--- config.mk ---
export PLATFORM = sky130hd
export DESIGN_NAME = quiet_time_monitor
export DESIGN_NICKNAME = d
export VERILOG_FILES = /design/src/rtl/quiet_time_monitor.sv
export SDC_FILE = /design/constraint.sdc
export NUM_CORES = 1
export LEC_CHECK = 0
export BUFFER_PORTS_ARGS = -buffer_cell sky130_fd_sc_hd__buf_4
export CORE_AREA = 4 4 41 43
export CTS_BUF_LIST = sky130_fd_sc_hd__clkbuf_4 sky130_fd_sc_hd__clkbuf_8
export DETAILED_ROUTE_END_ITERATION = 10
export DIE_AREA = 0 0 45 47
export PLACE_DENSITY = 0.72
export SYNTH_ARGS = -nofsm -noshare
export SYNTH_HDL_FRONTEND = slang
export SYNTH_SLANG_ARGS = --single-unit
--- constraint.sdc ---
create_clock -name clk -period 2.16 [get_ports clk]
set_input_delay 0.324 -clock clk [delete_from_list [all_inputs] [get_ports clk]]
set_output_delay 0.324 -clock clk [all_outputs]
set_load 0.02 [all_outputs]
--- src/rtl/quiet_time_monitor.sv ---
// ============================================================================
// Module   : quiet_time_monitor
// Purpose  : Observes an enable vector; flags non-one-hot samples and
//            quiet gaps outside MIN_QUIET..MAX_QUIET cycles.
// Revision : 1.0 - initial release
// ============================================================================
`default_nettype none

module quiet_time_monitor #(
  parameter int EN_WIDTH  = 2,
  parameter int MIN_QUIET = 0,
  parameter int MAX_QUIET = 0,
  parameter int UNBOUNDED = 0,
  parameter int CNT_WIDTH = 8,
  parameter int QW        = $clog2(MAX_QUIET + 2)
) (
  input  logic                 clk,
  input  logic                 reset_n,
  input  logic                 chk_en,
  input  logic                 clear,
  input  logic [EN_WIDTH-1:0]  en,
  output logic                 err_onehot,
  output logic                 err_short,
  output logic                 err_long,
  output logic [2:0]           err_sticky,
  output logic [CNT_WIDTH-1:0] err_count,
  output logic [QW-1:0]        quiet_len
);

  localparam logic [1:0] S_IDLE   = 2'd0;
  localparam logic [1:0] S_ACTIVE = 2'd1;
  localparam logic [1:0] S_QUIET  = 2'd2;
  localparam int         CW1      = CNT_WIDTH + 1;

  logic                 en_zero;
  logic                 en_onehot;
  logic                 onehot_d, short_d, long_d;
  logic                 onehot_q, short_q, long_q;
  logic [QW-1:0]        cnt_q;
  logic [2:0]           sticky_d, sticky_q;
  logic [CNT_WIDTH-1:0] count_d, count_q, count_base;
  logic [CW1-1:0]       count_sum;
  logic [1:0]           npulse;

  assign en_zero   = (en == '0);
  assign en_onehot = ($countones(en) == 1);

  if (MAX_QUIET == 0) begin : g_strict
    assign cnt_q = '0;

    always_comb begin
      onehot_d = chk_en && !en_onehot;
      short_d  = 1'b0;
      long_d   = 1'b0;
    end
  end else begin : g_gap
    logic [1:0]    state_d, state_q;
    logic [QW-1:0] cnt_d;

    always_ff @(posedge clk or negedge reset_n) begin
      if (!reset_n) begin
        state_q <= S_IDLE;
        cnt_q   <= '0;
      end else begin
        state_q <= state_d;
        cnt_q   <= cnt_d;
      end
    end

    always_comb begin
      state_d = state_q;
      cnt_d   = cnt_q;
      if (!chk_en) begin
        state_d = S_IDLE;
        cnt_d   = '0;
      end else begin
        case (state_q)
          S_IDLE:   if (!en_zero) state_d = S_ACTIVE;
          S_ACTIVE: if (en_zero) begin
                      state_d = S_QUIET;
                      cnt_d   = QW'(1);
                    end
          S_QUIET:  if (!en_zero) begin
                      state_d = S_ACTIVE;
                      cnt_d   = '0;
                    end else if (UNBOUNDED == 0 && int'(cnt_q) == MAX_QUIET) begin
                      state_d = S_IDLE;
                      cnt_d   = '0;
                    end else if (cnt_q != '1) begin
                      cnt_d = cnt_q + 1'b1;
                    end
          default: begin
                      state_d = S_IDLE;
                      cnt_d   = '0;
                    end
        endcase
      end
    end

    always_comb begin
      onehot_d = 1'b0;
      short_d  = 1'b0;
      long_d   = 1'b0;
      if (chk_en) begin
        case (state_q)
          S_IDLE, S_ACTIVE: onehot_d = !en_zero && !en_onehot;
          S_QUIET: begin
            if (!en_zero) begin
              onehot_d = !en_onehot;
              short_d  = int'(cnt_q) < MIN_QUIET;
            end else begin
              long_d = (UNBOUNDED == 0) && (int'(cnt_q) == MAX_QUIET);
            end
          end
          default: onehot_d = 1'b0;
        endcase
      end
    end
  end

  if (MAX_QUIET != 0 && MIN_QUIET > MAX_QUIET) begin : g_chk_range
    $error("quiet_time_monitor: MIN_QUIET exceeds MAX_QUIET");
  end
  if (MAX_QUIET != 0 && UNBOUNDED != 0 && MIN_QUIET == 0) begin : g_chk_vacuous
    $warning("quiet_time_monitor: gap check is vacuous with MIN_QUIET=0 and UNBOUNDED=1");
  end

  // Clear acts first so a pulse landing in the same cycle survives it.
  always_comb begin
    npulse     = {1'b0, onehot_d} + {1'b0, short_d} + {1'b0, long_d};
    count_base = clear ? '0 : count_q;
    count_sum  = {1'b0, count_base} + CW1'(npulse);
    count_d    = count_sum[CNT_WIDTH] ? '1 : count_sum[CNT_WIDTH-1:0];
    sticky_d   = (clear ? 3'b000 : sticky_q) | {long_d, short_d, onehot_d};
  end

  always_ff @(posedge clk or negedge reset_n) begin
    if (!reset_n) begin
      onehot_q <= 1'b0;
      short_q  <= 1'b0;
      long_q   <= 1'b0;
      sticky_q <= 3'b000;
      count_q  <= '0;
    end else begin
      onehot_q <= onehot_d;
      short_q  <= short_d;
      long_q   <= long_d;
      sticky_q <= sticky_d;
      count_q  <= count_d;
    end
  end

  assign err_onehot = onehot_q;
  assign err_short  = short_q;
  assign err_long   = long_q;
  assign err_sticky = sticky_q;
  assign err_count  = count_q;
  assign quiet_len  = cnt_q;

endmodule

`default_nettype wire

==> summary.md, run 1 <==
Measured along the x axis, the die boundary spans 45 um. In the final timing run, aggregate negative setup slack is 0 ps. Timing would allow up to 0.607 GHz. Max capacitance violation total: 0. STA classifies the critical path startpoint as a flop. The finished cells cover 697 um2.

The initial antenna violation count is 0. The root buffer cell chosen for the clock tree is sky130_fd_sc_hd__clkbuf_4. In this run the core area contains 13 standard-cell rows.

The run gives 55 as the post-synthesis instance total. Routability-driven placement finished with a final weighted congestion of 0.689. The remaining number of nets flagged by the antenna check after routing is 0.

The critical path class is flop to flop. The tools report the final worst clock skew as 4.40 ps. STA classifies the critical path endpoint as a flop. The maximum number of pins on one net before global-route repair was 11. TritonCTS built the clock tree. Global routing finished with a remaining overflow of 0. For the max-slew violation count, the log shows 0.

The violation count after the first detailed-route iteration came out at 4. The unique cell type count in the Yosys netlist was 30. TritonCTS created 3 clock buffers. The die height is 47 um, and the largest voltage drop on the vdd net is 0.287 mV. The combinational family with the most area after synthesis is compound AO/OA/AOI/OAI gates. The detailed router used layers up to and including met4.

The adder and majority gate portion of the synthesized area is 0.0437. The clock share of power is 0.321, and the total number of clock tree sinks is 10. The instance area at placement came out at 664 um2. Clock latency on the worst-skew pair, taken at its later pin, is 270 ps. The reported net switching power is 111 uW.

Post-CTS repair changed the size of 0 cells. The run finished with clean final reports. The simple logic cell fraction of the synthesized area came out at 0.183. The worst hold margin is 282 ps, and the relative contribution of combinational cells to total power is 0.175.

The switching share of power was 0.276; the vias after detailed routing was 450. The count of unresolved DRC violations after routing was 0. The tools report the level count of the clock H-tree as 1. The post-layout utilization of the core is 0.536, and the required time of the critical path is 2320 ps.

In this run the tool buffered the top-level ports with 15 buffer cells. The floorplan step defined a core boundary enclosing 0.00130 mm2. The worst register-to-register path ends at err_count[7]. After synthesis the cells add up to 573 um2.

The complex-gate fraction of the synthesized area is 0.190. Number of failing hold endpoints at the final stage: 0. The total routing usage reported by global routing is 0.133, and the relative contribution of sequential cells to total power is 0.504. The tools report the number of fill cells in the layout as 127.

Ranked by total cell area, the synthesized netlist is headed by sky130_fd_sc_hd__dfrtp_1, sky130_fd_sc_hd__buf_4, sky130_fd_sc_hd__ha_1. The number of antenna diodes in the final layout is 0. The Yosys step of the flow raised 0 warnings. The area share of the largest cell type after synthesis was 0.437; the time the final worst path needs with I/O delays and setup was 1650 ps. The share of final-layout standard cells stronger than drive strength 1 works out to 0.300. Counting flops and latches in the post-synthesis netlist gives 10.

The boundary pin count was 21; the final setup violation count was 0. Worst hold path depth: 2. The logs give 489 um for the met1 wire length and 1.15 mm for the sum of routed wire length over all layers. The initial standard-cell utilization of the core is 0.440, and the clock-pin slew of the registers on the worst-case setup and hold paths is 60 ps.

Before antenna repair, the detailed router went through 5 iterations. After the last flow step, the layout net total stands at 80. Counting cells, the worst reg-to-reg path comes to 5. The tools report the fraction of the yosys area taken by sequential cells as 0.437.

The ratio of routed vias to standard cells was 5.29; the period utilization was 0.763. No sink is reached through more buffers than the 2 on the longest clock path. Worst setup slack for register-to-register paths: 510 ps.

Summed over all cells, the static leakage comes to 0.000363 uW. The mux contribution to synthesized area was 0. Detailed placement ended at an HPWL of 861 um. The arrival time of data at the critical path endpoint was 1810 ps; the routed length per placed instance was 13.5 um.

The largest fanout on the critical path was 4. Start point of the worst min-delay path: clear. The die area is 0.00212 mm2. After detailed routing, the met3 layer carries 62 um of wire. A synthesized cell averages 10.4 um2.

In this run the power density over the cells is 576 mW/mm2. The biggest area contributor in the post-synthesis netlist is sky130_fd_sc_hd__dfrtp_1. The number of global-route vias before repair came out at 425.

Layout overhead on the synthesized area: 21.6%. In this run the critical register-to-register path is launched from err_count[0]. The first global-routing pass estimated 1.93 mm of wire. In the detailed route, the total length drawn on met2 is 555 um.

The XOR/XNOR share of the synthesized area works out to 0.0306. The internal portion of total power was 291 uW. The tightest min-delay check is of the input port to flop type. Setup repair after global routing left no endpoint under its margin. The path with the worst hold slack has its endpoint at err_count[6].
worst max path at each step:
stage / from / end / slack (ps) / cells after the start
after floorplan: err_count[0] / err_count[7] / 470 / 5
after global placement: en[1] / err_count[7] / 270 / 7
after detailed placement: en[1] / err_count[7] / 230 / 7
after CTS: err_count[0] / err_count[7] / 510 / 5
after global routing: err_count[0] / err_count[5] / 340 / 5
final: err_count[0] / err_count[7] / 510 / 5
synth_stat cells, drive strengths merged:
library cell  count
dfrtp            10
buf               8
a21o              3
a21oi             2
a31oi             2
and3              2
ha                2
inv               2
nand3             2
nand4             2
nor2              2
xnor2             2
a211oi            1
a21boi            1
a311oi            1
a31o              1
and2              1
and4              1
and4b             1
conb              1
nor2b             1
nor3b             1
o211a             1
o21ai             1
o31a              1
o31ai             1
or2b              1
or4b              1
layout make-up:
type | count | area (um2) | area share
clock buffer | 3 | 22.5 | 0.0323
inverter | 2 | 7.51 | 0.0108
multi-input combinational | 39 | 275 | 0.395
sequential | 10 | 250 | 0.359
tap | 15 | 18.8 | 0.0269
timing repair buffer | 16 | 123 | 0.176
cells in the final DEF (no fill, tap or decap):
cell | netlist | layout
sky130_fd_sc_hd__or2b_1 | 1 | 1
sky130_fd_sc_hd__o31a_1 | 1 | 1
sky130_fd_sc_hd__a31oi_1 | 2 | 2
sky130_fd_sc_hd__and2_1 | 1 | 1
sky130_fd_sc_hd__and4_1 | 1 | 1
sky130_fd_sc_hd__or4b_1 | 1 | 1
sky130_fd_sc_hd__a31o_2 | 1 | 1
sky130_fd_sc_hd__and4b_2 | 1 | 1
sky130_fd_sc_hd__clkbuf_4 | 0 | 3
sky130_fd_sc_hd__dlygate4sd3_1 | 0 | 1
sky130_fd_sc_hd__ha_1 | 2 | 2
sky130_fd_sc_hd__o21ai_1 | 1 | 1
sky130_fd_sc_hd__inv_1 | 2 | 2
sky130_fd_sc_hd__nand4_1 | 2 | 2
sky130_fd_sc_hd__a211oi_1 | 1 | 1
sky130_fd_sc_hd__o211a_1 | 1 | 1
sky130_fd_sc_hd__nor2b_1 | 1 | 1
sky130_fd_sc_hd__o31ai_1 | 1 | 1
sky130_fd_sc_hd__buf_4 | 6 | 15
sky130_fd_sc_hd__nand3_2 | 1 | 1
sky130_fd_sc_hd__and3_1 | 2 | 2
sky130_fd_sc_hd__nor3b_1 | 1 | 1
sky130_fd_sc_hd__conb_1 | 1 | 5
sky130_fd_sc_hd__a311oi_1 | 1 | 1
sky130_fd_sc_hd__xnor2_1 | 2 | 2
sky130_fd_sc_hd__nor2_1 | 2 | 2
sky130_fd_sc_hd__a21o_1 | 3 | 3
sky130_fd_sc_hd__a21oi_1 | 2 | 2
sky130_fd_sc_hd__a21boi_0 | 1 | 1
sky130_fd_sc_hd__nand3_1 | 1 | 1
sky130_fd_sc_hd__dfrtp_1 | 10 | 10
kinds of logic after synthesis:
kind of cell | after synthesis
fa+ha+maj | 2
flops | 10
compound gates | 15
simple gates | 15
other cells | 1
xor+xnor | 2
buf+inv | 10
registers in the layout, indices dropped and copies added (netlist names):
register,cells
err_count,8
err_onehot,1
err_sticky,1
metrics by stage:
stage | total power [uW] | cells | setup slack (ps)
floorplan | 252 | 59 | 467
global placement | 272 | 81 | 266
detailed placement | 275 | 81 | 231
CTS | 407 | 85 | 509
global route | 425 | 85 | 340
finish | 401 | 85 | 512
critical path, cell delays in order (launching register included):
cell	delay, ps
sky130_fd_sc_hd__dfrtp_1	340
sky130_fd_sc_hd__nor2b_1	170
sky130_fd_sc_hd__ha_1	250
sky130_fd_sc_hd__nand3_2	130
sky130_fd_sc_hd__or4b_1	510
sky130_fd_sc_hd__o211a_1	130
layer usage:
metal  vias to the layer above  GRT usage
met1                       207      0.155
met3                         5     0.0345
met5                         -          0
met4                         0      0.123
met2                        15      0.201
li1                        223          -
power groups by stage:
stage	clock network [uW]	logic, uW	registers [uW]
after floorplan	0	35.3	216
final	129	70.2	202
after global routing	145	77.0	203
after CTS	134	70.4	202
after detailed placement	0	69.0	206
after global placement	0	67.5	205
repair_timing:
action	CTS	global route
endpoints found under the hold margin	10	0
buffers inserted	0	0
hold buffers	1	0
Note: power is estimated with default switching activity, not from simulation.
==> run 2: changes to the inputs <==
ABC_AREA = 1   (was not set)
CORE_AREA = not set   (was 4 4 41 43)
CORE_MARGIN = 4   (was not set)
CORE_UTILIZATION = 45   (was not set)
DIE_AREA = not set   (was 0 0 45 47)
PLACE_DENSITY = 0.75   (was 0.72)
clock period = 1.35 ns   (was 2.16 ns; I/O delays follow)
==> run 2 against run 1 <==
Via count grew 18%. First-iteration DRC count grew 50%. Area after synthesis grew 18%. Critical path depth up 2. Worst hold slack lost 46 ps.
==> summary.md, run 2 <==
The tools report the remaining number of nets flagged by the antenna check after routing as 0 (unchanged). The die height was 46.7 um (-0.62%). The net count of the finished layout came out at 107 (+34%).

The logs give 260 ps (about the same) for the clock latency of the later-clocked register in the worst-skew pair and 108 (+33%) for the placed instance count. The number of flops mapped to enable cells by yosys came out at 0 (unchanged). The run gives 1470 ps (-340 ps) as the arrival time of data at the critical path endpoint.

The class of the tightest hold or removal check is input port to flop. The library cell used most frequently in the layout, excluding fill and tap cells, is sky130_fd_sc_hd__nand2_1. The number of fill cells in the layout was 119 (-6.3%); the maximum frequency from static timing analysis was 0.788 GHz (+30%).

The worst setup path is of the flop to flop kind. Yosys attributes the largest share of cell area to sky130_fd_sc_hd__dfrtp_1, sky130_fd_sc_hd__nand2_1, sky130_fd_sc_hd__nand3_1. In the post-synthesis netlist, the cell with the most instances is sky130_fd_sc_hd__nand2_1. The worst stage delay on the critical path was 370 ps (-140 ps); the final setup violation count was 0 (unchanged).

Count of input and output buffers: 15 (unchanged). Among the stages of the critical path, the cell type that occurs most often is sky130_fd_sc_hd__nand3_4. The flip-flop count of the largest register after layout came out at 8 (unchanged).

For the largest voltage drop on the vdd net, the log shows 0.695 mV (+140%). TritonCTS built the clock tree. The run gives 2.10 mm (+8.9%) as the wire length of the first global-routing pass. The run gives 0.00218 mm2 (+3.2%) as the die area. The library cells used most frequently in the layout, excluding fill and tap cells, are sky130_fd_sc_hd__nand2_1, sky130_fd_sc_hd__buf_4, sky130_fd_sc_hd__dfrtp_1.

For the initial antenna violation count, the log shows 0 (unchanged). Chip width: 46.7 um (+3.8%). Routability-driven placement congestion ratio: 0.784 (+14%). Clock-pin slew of the registers on the worst-case setup and hold paths: 70 ps (about the same).

The logs give 730 uW (+82%) for the total power of the final layout and 7.93 ps (+3.52 ps) for the final worst clock skew. The total number of clock tree sinks was 10 (unchanged). The number of optimization iterations in the first detailed-route pass is 2 (-3). The run finished with clean final reports. The total leakage power was 0.000508 uW (+40%). The share of synthesized registers carrying an async set or reset is 1.00 (unchanged), and the setup slack after layout is 81.0 ps (-431 ps).

The number of cell rows was 13 (unchanged). The time the final worst path needs with I/O delays and setup came out at 1270 ps (-379 ps). Relative to the synthesized area, the layout overhead comes to 31.4%. The worst slack at placement came out at -108 ps (-339 ps). The total routing usage reported by global routing is 0.134 (+0.00100), and the fraction of the yosys area taken by sequential cells is 0.371 (-0.0656).

The largest fanout on the critical path came out at 7 (+3). The post-layout utilization of the core is 0.656 (+0.121), and the area share of the largest cell type after synthesis is 0.371 (-0.0656). For the final instance count without filler cells, the log shows 113 (+33%).

The cell at the slowest stage of the critical path is sky130_fd_sc_hd__dfrtp_2. The run gives 2 (unchanged) as the maximum clock insertion buffer count. The commonest cells after synthesis are sky130_fd_sc_hd__nand2_1, sky130_fd_sc_hd__dfrtp_1, sky130_fd_sc_hd__inv_1. For the vias after detailed routing, the log shows 529 (+18%). The total of flip-flops plus latches after synthesis is 10 (unchanged). The total half-perimeter wirelength after legalization and detailed placement is 959 um (+11%). The ratio of routed vias to standard cells is 4.68 (-12%). The logs give 0.500 (+0.0592) for the initial standard-cell utilization of the core and 78 (+42%) for the post-synthesis instance total. The routed length per placed instance was 11.2 um (-17%); the count of unresolved DRC violations after routing was 0 (unchanged). The tools report the number of failing hold endpoints at the final stage as 0 (unchanged). The critical path capture point type was a flop. The tools report the level count of the clock H-tree as 1 (unchanged).

The power per standard cell area is 824 mW/mm2 (+43%). The TritonCTS buffer count is 3 (unchanged), and the area of the core is 0.00135 mm2 (+3.7%). The tree is rooted in a sky130_fd_sc_hd__clkbuf_4.

The signal on the critical path passes through inv_2, nor2_4, ha_4, nand3_4, nor2_8, nand3_4, nand2_1. The tools report the required time of the critical path as 1550 ps (-770 ps). The maximum number of pins on one net before global-route repair came out at 11 (unchanged).

The tools report the number of global-route vias before repair as 494 (+16%). The tools report the boundary pin count as 21 (unchanged). Max capacitance violation total: 0 (unchanged). The run gives 674 um2 (+18%) as the post-synthesis instance area. For the sum of routed wire length over all layers, the log shows 1.27 mm (+10%). The tools report the yosys synthesis warning count as 0 (unchanged).

The flip-flop cell with the highest count after synthesis is sky130_fd_sc_hd__dfrtp_1. The overflow left after global routing came out at 0 (unchanged). sky130_fd_sc_hd__dfrtp_1 takes more of the synthesized area than any other cell. The period utilization came out at 0.940 (+0.177).

The number of diodes added for antenna fixing was 0 (unchanged). The tools report the violation count after the first detailed-route iteration as 6 (+2). The kind of launch point of the worst setup path is a flop.

The unique cell type count in the Yosys netlist came out at 21 (-30%). The share of final-layout standard cells stronger than drive strength 1 was 0.439 (+0.139). The mean instance size in the synthesized netlist came out at 8.65 um2 (-17%). The max-slew violation count was 0 (unchanged).
[run 2: kinds of logic after synthesis]
family / Yosys count / share of synthesized area
and+or+nand+nor: 44 / 0.390
buffers and inverters: 16 / 0.141
DFF: 10 / 0.371
AOI/OAI and AO/OA: 3 / 0.0297
xor gates and xnor gates: 2 / 0.0260
adders and majority gates: 2 / 0.0371
other: 1 / 0.00556
[run 2: repair_timing]
action                                 in CTS  in global routing
setup buffers                               0                  0
resized for setup                           4                  9
hold buffers                                1                  0
pin swaps                                   1                  7
setup endpoints to repair                   5                  7
endpoints found under the hold margin      10                  0
[run 2: critical path: cells and delay by family, from the launching register on]
kind,cells,cell delay [ps]
buf+inv,1,40
flops,1,370
fa+ha+maj,1,160
simple gates,5,640
[run 2: final timing paths]
kind                                     from       endpoint  slack [ps]  depth (start not counted)
worst min-delay path                    en[1]  err_sticky[0]         240                          4
worst max-delay path             err_count[0]   err_count[1]          80                          7
min in group asynchronous             reset_n   err_count[7]         290                          2
worst min register to register  err_sticky[0]  err_sticky[0]         490                          2
worst max register to register   err_count[0]   err_count[1]          80                          7
max in group asynchronous             reset_n   err_count[0]         890                          2
[run 2: report_power, final]
part	total [uW]	switching (uW)	internal (uW)
Clock	278	114	163
Sequential	324	10.6	313
Combinational	129	78.9	49.7
Total	730	204	527
[run 2: final cells by class]
cell class | count | area, um2 | share of cell area
multi-input cells | 56 | 404 | 0.456
flip-flops and latches | 10 | 251 | 0.284
repair buffers | 18 | 138 | 0.155
inverters | 10 | 37.5 | 0.0424
clock buffers | 4 | 36.3 | 0.0410
well taps | 15 | 18.8 | 0.0212
[run 2: through the flow]
stage          hold WS, ps  cell area, um2  TNS, ps
4_1_cts                230             841        0
2_1_floorplan        -93.1             691        0
3_3_place_gp          38.1             779     -431
6_report               236             886        0
5_1_grt                246             886    -39.3
3_5_place_dp          38.2             779     -631
[run 2: per-layer routing]
layer | wire (um) | track usage | up-vias
li1 | - | - | 269
met1 | 596 | 0.179 | 251
met2 | 616 | 0.217 | 7
met3 | 45 | 0.0234 | 2
met4 | 9 | 0.0497 | 0
met5 | 0 | 0 | -
